**config.mk**
```make
export PLATFORM = sky130hd
export DESIGN_NAME = inst_loader
export DESIGN_NICKNAME = d
export VERILOG_FILES = /design/src/rtl/inst_loader_pkg.sv /design/src/rtl/inst_loader.sv
export SDC_FILE = /design/constraint.sdc
export NUM_CORES = 1
export LEC_CHECK = 0
export ABC_CLOCK_PERIOD_IN_PS = 2800
export CAP_MARGIN = 20
export CORE_MARGIN = 2
export CORE_UTILIZATION = 63
export DETAILED_ROUTE_END_ITERATION = 10
export DONT_BUFFER_PORTS = 1
export HOLD_SLACK_MARGIN = 0.12
export PLACE_DENSITY = 0.76
export SLEW_MARGIN = 20
export SYNTH_ARGS = -nofsm -noshare
export SYNTH_HDL_FRONTEND = slang
export SYNTH_SLANG_ARGS = --single-unit
```
**constraint.sdc**
```tcl
create_clock -name clk -period 2.8 [get_ports clk]
set_clock_uncertainty 0.1 [all_clocks]
set_input_delay 0.7 -clock clk [delete_from_list [all_inputs] [get_ports clk]]
set_output_delay 0.7 -clock clk [all_outputs]
set_load 0.005 [all_outputs]
```
**src/rtl/inst_loader_pkg.sv**
```systemverilog
// Shared definitions for the instruction loader: load-sequence states and
// stream-format constants.
package inst_loader_pkg;

    typedef enum logic [2:0] {
        LEN_LO = 3'd0,
        LEN_HI = 3'd1,
        DATA   = 3'd2,
        CSUM   = 3'd3,
        DONE   = 3'd4,
        ERR    = 3'd5
    } state_e;

    localparam int         LEN_BYTES  = 2;
    localparam int         WORD_BYTES = 4;
    localparam logic [7:0] CSUM_INIT  = 8'h00;

    // Running checksum over instruction bytes
    function automatic logic [7:0] csum_next(input logic [7:0] csum, input logic [7:0] data);
        return csum ^ data;
    endfunction

endpackage

```
**src/rtl/inst_loader.sv**
```systemverilog
// Boot loader: parses a length-prefixed byte stream into 32-bit instruction
// words, writes them to instruction memory and releases the CPU reset on a good checksum.
module inst_loader
    import inst_loader_pkg::*;
#(
    parameter int ADDR_W = 8
) (
    input  logic              clk,
    input  logic              rst_n,
    input  logic              restart,
    input  logic              in_valid,
    input  logic [7:0]        in_data,
    output logic              in_ready,
    output logic              imem_we,
    output logic [ADDR_W-1:0] imem_addr,
    output logic [31:0]       imem_wdata,
    output logic              cpu_rst_n,
    output logic              done,
    output logic              err,
    output logic [15:0]       word_cnt
);

    localparam int               LEN_W     = LEN_BYTES * 8;
    localparam logic [LEN_W:0]   DEPTH     = {{LEN_W{1'b0}}, 1'b1} << ADDR_W;
    localparam logic [1:0]       LAST_BYTE = 2'(WORD_BYTES - 1);

    state_e              state_q, state_d;
    logic [LEN_W-1:0]    len_q, len_d;
    logic [31:0]         shift_q, shift_d;
    logic [1:0]          bcnt_q, bcnt_d;
    logic [7:0]          csum_q, csum_d;
    logic                we_q, we_d;
    logic [ADDR_W-1:0]   addr_q, addr_d;
    logic [31:0]         wdata_q, wdata_d;
    logic [15:0]         wcnt_q, wcnt_d;
    logic                done_q, done_d;
    logic                err_q, err_d;
    logic                cpu_rst_n_q, cpu_rst_n_d;
    logic                ready_s;
    logic                accept_s;

    // Ready depends on rst_n directly so it is low while reset is held
    assign ready_s  = rst_n && (state_q == LEN_LO || state_q == LEN_HI ||
                                state_q == DATA   || state_q == CSUM);
    assign accept_s = in_valid && ready_s;

    // Next-state and output computation; restart overrides any byte acceptance
    always_comb begin
        state_d     = state_q;
        len_d       = len_q;
        shift_d     = shift_q;
        bcnt_d      = bcnt_q;
        csum_d      = csum_q;
        we_d        = 1'b0;
        addr_d      = addr_q;
        wdata_d     = wdata_q;
        wcnt_d      = wcnt_q;
        done_d      = done_q;
        err_d       = err_q;
        cpu_rst_n_d = cpu_rst_n_q;
        if (restart) begin
            state_d     = LEN_LO;
            len_d       = {LEN_W{1'b0}};
            shift_d     = 32'h0000_0000;
            bcnt_d      = 2'd0;
            csum_d      = CSUM_INIT;
            wcnt_d      = 16'd0;
            done_d      = 1'b0;
            err_d       = 1'b0;
            cpu_rst_n_d = 1'b0;
        end else begin
            case (state_q)
                LEN_LO: begin
                    if (accept_s) begin
                        len_d   = {len_q[LEN_W-1:8], in_data};
                        state_d = LEN_HI;
                    end else begin
                        state_d = LEN_LO;
                    end
                end
                LEN_HI: begin
                    if (accept_s) begin
                        len_d = {in_data, len_q[7:0]};
                        if ({1'b0, len_d} > DEPTH) begin
                            state_d = ERR;
                        end else if (len_d == {LEN_W{1'b0}}) begin
                            state_d = CSUM;
                        end else begin
                            state_d = DATA;
                        end
                    end else begin
                        state_d = LEN_HI;
                    end
                end
                DATA: begin
                    if (accept_s) begin
                        // First byte of a word ends up in bits 7:0 after four shifts
                        shift_d = {in_data, shift_q[31:8]};
                        csum_d  = csum_next(csum_q, in_data);
                        bcnt_d  = bcnt_q + 2'd1;
                        if (bcnt_q == LAST_BYTE) begin
                            we_d    = 1'b1;
                            addr_d  = wcnt_q[ADDR_W-1:0];
                            wdata_d = shift_d;
                            wcnt_d  = wcnt_q + 16'd1;
                            if (wcnt_d == len_q) begin
                                state_d = CSUM;
                            end else begin
                                state_d = DATA;
                            end
                        end else begin
                            state_d = DATA;
                        end
                    end else begin
                        state_d = DATA;
                    end
                end
                CSUM: begin
                    if (accept_s) begin
                        state_d = (in_data == csum_q) ? DONE : ERR;
                    end else begin
                        state_d = CSUM;
                    end
                end
                DONE: begin
                    done_d      = 1'b1;
                    cpu_rst_n_d = 1'b1;
                end
                ERR: begin
                    err_d       = 1'b1;
                    cpu_rst_n_d = 1'b0;
                end
                default: begin
                    state_d = ERR;
                end
            endcase
        end
    end

    // State and output registers with synchronous active-low reset
    always_ff @(posedge clk) begin
        if (!rst_n) begin
            state_q     <= LEN_LO;
            len_q       <= {LEN_W{1'b0}};
            shift_q     <= 32'h0000_0000;
            bcnt_q      <= 2'd0;
            csum_q      <= CSUM_INIT;
            we_q        <= 1'b0;
            addr_q      <= {ADDR_W{1'b0}};
            wdata_q     <= 32'h0000_0000;
            wcnt_q      <= 16'd0;
            done_q      <= 1'b0;
            err_q       <= 1'b0;
            cpu_rst_n_q <= 1'b0;
        end else begin
            state_q     <= state_d;
            len_q       <= len_d;
            shift_q     <= shift_d;
            bcnt_q      <= bcnt_d;
            csum_q      <= csum_d;
            we_q        <= we_d;
            addr_q      <= addr_d;
            wdata_q     <= wdata_d;
            wcnt_q      <= wcnt_d;
            done_q      <= done_d;
            err_q       <= err_d;
            cpu_rst_n_q <= cpu_rst_n_d;
        end
    end

    assign in_ready   = ready_s;
    assign imem_we    = we_q;
    assign imem_addr  = addr_q;
    assign imem_wdata = wdata_q;
    assign cpu_rst_n  = cpu_rst_n_q;
    assign done       = done_q;
    assign err        = err_q;
    assign word_cnt   = wcnt_q;

endmodule

```
==> flow_summary.yaml <==
clock_tree:
  cts_root_buf: "clkbuf_8"
  ctsResizeCount: 0
  cts-hold-fix-buffers: 0
  clkLatencyLatePin_ns: 0.51
  post-cts-setup-buffers: 0
  total_clock_buffers_created_by_cts: 17
  cts_tree: "done"
  clock_sink_count: 113
  clk_path_buf_depth: 2
  clk_transition_reported_paths_ns: 0.06
  cts.htree.levels: 4
sta:
  rsz_0062_raised_after_global_routing: "false"
  maxSlewHeadroom_pct: 51.9
  final-setup-viol-count: 0
  tns_ns: 0
  finalHoldViolCount: 0
  max_freq_mhz: 427
  min_period_over_period_pct: 83.6
  timing_worst_slew_pin_value_ns: 0.722
  slew_violations: 0
  finalCriticalPeriod_ns: 2.34
synth:
  syn-num-nets: 592
  postSynthCellCount: 578
  synth_seq_area_share_pct: 46.8
  synth-warning-count: 0
  ys_types: 44
  syn-cell-area_um2: 4830
  post_synth.cell_area_avg_um2: 8.36
  yosys_register_bits: 113
pwr:
  share_clk_of_total_power_pct: 53.5
  cell_internal_pwr_uw: 2830
  pwr_density_cell_nw_per_um2: 677
  netSwitchingPower_uw: 787
  power_frac_comb_pct: 1.9
  p_sw_share_pct: 21.7
  seq_power_share_pct: 44.6
  leakagePower_uw: 0.00180
  vdd_drop_max_mv: 0.420
setup_path:
  crit_path_max_fanout: 7
  worstSetupStartpointType: "flop"
  cp_data_required_time_ns: 3.10
  cp-end-kind: "flop"
  cp_data_arrival_time_ns: 2.64
  path_class: "reg -> reg"
placement:
  placed_area_um2: 4800
  dp_cells: 646
  io_buffer_count: 0
  gpl.final_weighted_congestion: 0.837
  post_detailed_placement_half_perimeter_wirelength_mm: 7.07
global_routing:
  grt_first_pass_wirelength_mm: 17.9
  grt_antenna_before_repair: 0
  grt_start_max_net_pins: 73
  vias_in_the_first_global_route: 3791
  aggregate_global_routing_overflow: 0
  gr-usage-all-layers_pct: 26.5
detailed_routing:
  total_via_count_after_detailed_routing: 3906
  vias_per_cell: 5.75
  postRouteAntennaNets: 0
  drt_drc_violations_left: 0
  route.detailed.wl_per_inst_um: 15.7
  wirelength_mm: 10.6
  drtPass1Iterations: 5
  dr.first_iter.drc_count: 291
final_layout:
  design_area_um2: 5350
  drive_gt1_share_pct: 8.29
  final_util_pct: 72.9
  num-fill-cells: 576
  final_cells: 679
  design.final.nets: 580
  layout-area-overhead-vs-synth_pct: 10.6
floorplanning:
  core_area_um2: 7330
  dieArea_um2: 8380
  initial_standard_cell_utilization_of_the_core_pct: 65.9
  io-pin-count: 73
  chipWidth_um: 91.6
  die_h_um: 91.6
  rows: 31
run:
  max_cap_violations: 0
run_status:
  outcome: "completed"
hold_path:
  worst_hold_path_type: "in -> reg"
## stage by stage
step / total power (µW) / hold WS (ns) / setup WS [ns]
6_report: 3620 / 0.226 / 0.460
5_1_grt: 3720 / 0.212 / 0.263
4_1_cts: 3640 / 0.208 / 0.451
3_5_place_dp: 1720 / 0.345 / 0.485
3_3_place_gp: 1710 / 0.345 / 0.514
2_1_floorplan: 1710 / 0.331 / 0.676
## power groups by stage
stage,clock [µW],combinational (µW),sequential [µW]
after detailed placement,0,65.5,1650
after floorplan,0,61.5,1650
after CTS,1950,66.4,1620
after global routing,2030,72.5,1620
final,1940,67.3,1620
after global placement,0,64.2,1650
## state kept, by name (all words and copies together) (netlist names)
register and cells:
err 1, imem_we 1, state_q 3, bcnt_q 2, imem_wdata 32, word_cnt 16
imem_addr 8, shift_q 24, done 1, csum_q 8, len_q 16, cpu_rst_n 1
## cells in the mapped netlist
cell / number / area (µm²)
a31oi_1: 4 / 25.0
xor2_1: 29 / 254
a21boi_1: 26 / 195
nor3b_2: 1 / 12.5
a21oi_1: 47 / 235
and4b_1: 1 / 10.0
a21boi_0: 14 / 105
buf_4: 3 / 22.5
nand2b_1: 2 / 12.5
o31a_1: 1 / 8.76
clkbuf_1: 20 / 75.1
o31ai_1: 2 / 15.0
and4_1: 3 / 26.3
nand3_2: 1 / 10.0
nand2_1: 163 / 612
inv_1: 2 / 7.51
nor2b_1: 3 / 18.8
ha_1: 2 / 25.0
nand4_1: 3 / 18.8
inv_4: 1 / 6.26
nor4_1: 6 / 37.5
buf_1: 1 / 3.75
nand3b_1: 1 / 7.51
xnor2_1: 24 / 210
o21bai_1: 1 / 7.51
nor2_1: 37 / 139
nor3b_1: 1 / 7.51
nand4b_1: 2 / 17.5
and3b_1: 1 / 8.76
nand3_1: 16 / 80.1
mux2_2: 1 / 11.3
a211o_1: 1 / 8.76
nand2b_2: 1 / 8.76
o41ai_2: 1 / 16.3
buf_2: 8 / 40.0
o21ai_0: 14 / 70.1
nor3_1: 6 / 30.0
a2111oi_1: 1 / 10.0
dfxtp_1: 113 / 2260
nand4_4: 1 / 21.3
or3_1: 3 / 18.8
buf_6: 7 / 78.8
and3_1: 2 / 12.5
a2111oi_4: 1 / 27.5
## layer usage
layer | vias up | GRT usage [%] | wire, µm
li1 | 1907 | - | -
met1 | 1827 | 34.5 | 4800
met2 | 157 | 40.0 | 4750
met3 | 15 | 9.63 | 917
met4 | 0 | 10.7 | 172
met5 | - | 0 | 0
## worst max-delay path: stages (launching register included)
cell and delay [ns]:
dfxtp_1 0.51, ha_1 0.26, nand3_1 0.23, or3_1 0.46
o31ai_1 0.27, a31oi_1 0.10, o41ai_2 0.30
## final timing paths
check / from / end / slack [ns] / cells after the start
worst max-delay path: word_cnt[0]$_SDFFE_PP0P_ / state_q[0]$_SDFFE_PP0N_ / 0.46 / 6
worst min-delay path: in_data[0] / imem_wdata[24]$_SDFFE_PN0P_ / 0.23 / 2
worst max register to register: word_cnt[0]$_SDFFE_PP0P_ / state_q[0]$_SDFFE_PP0N_ / 0.46 / 6
worst min register to register: shift_q[14]$_SDFFE_PP0P_ / imem_wdata[6]$_SDFFE_PN0P_ / 0.35 / 2
## cell type report
| type | instances | area, µm² | area share, % |
|---|---|---|---|
| well taps | 99 | 124 | 2.32 |
| multi-input cells | 423 | 2340 | 43.7 |
| clock inverters | 13 | 114 | 2.13 |
| diodes | 1 | 2.50 | 0.0468 |
| clock buffers | 19 | 432 | 8.08 |
| inverters | 3 | 13.8 | 0.257 |
| flip-flops and latches | 113 | 2260 | 42.3 |
| repair buffers | 8 | 60.1 | 1.12 |
## cell usage in the layout, fill, tap and decap left out, types with 6 or more instances in the layout
cell	count
o21ai_0	14
nor2_1	37
xor2_1	29
a21boi_1	26
nand3_1	16
nand2_1	163
a21oi_1	47
clkbuf_16	16
nor3_1	6
nor4_1	6
xnor2_1	24
dfxtp_1	113
buf_4	8
a21boi_0	14
## logic make-up (layout without fill, tap and decap cells)
group	count (synthesis)	count (layout)	synth area share [%]
buffers and inverters	42	43	4.84
flip-flops	113	113	46.8
XOR/XNOR	53	53	9.61
other	0	1	0
AND/OR/NAND/NOR	254	254	23.0
multiplexers	1	1	0.233
adder cells (fa/ha/maj)	2	2	0.518
AO/OA/AOI/OAI	113	113	15.0
(Power assumes the default switching activity.)
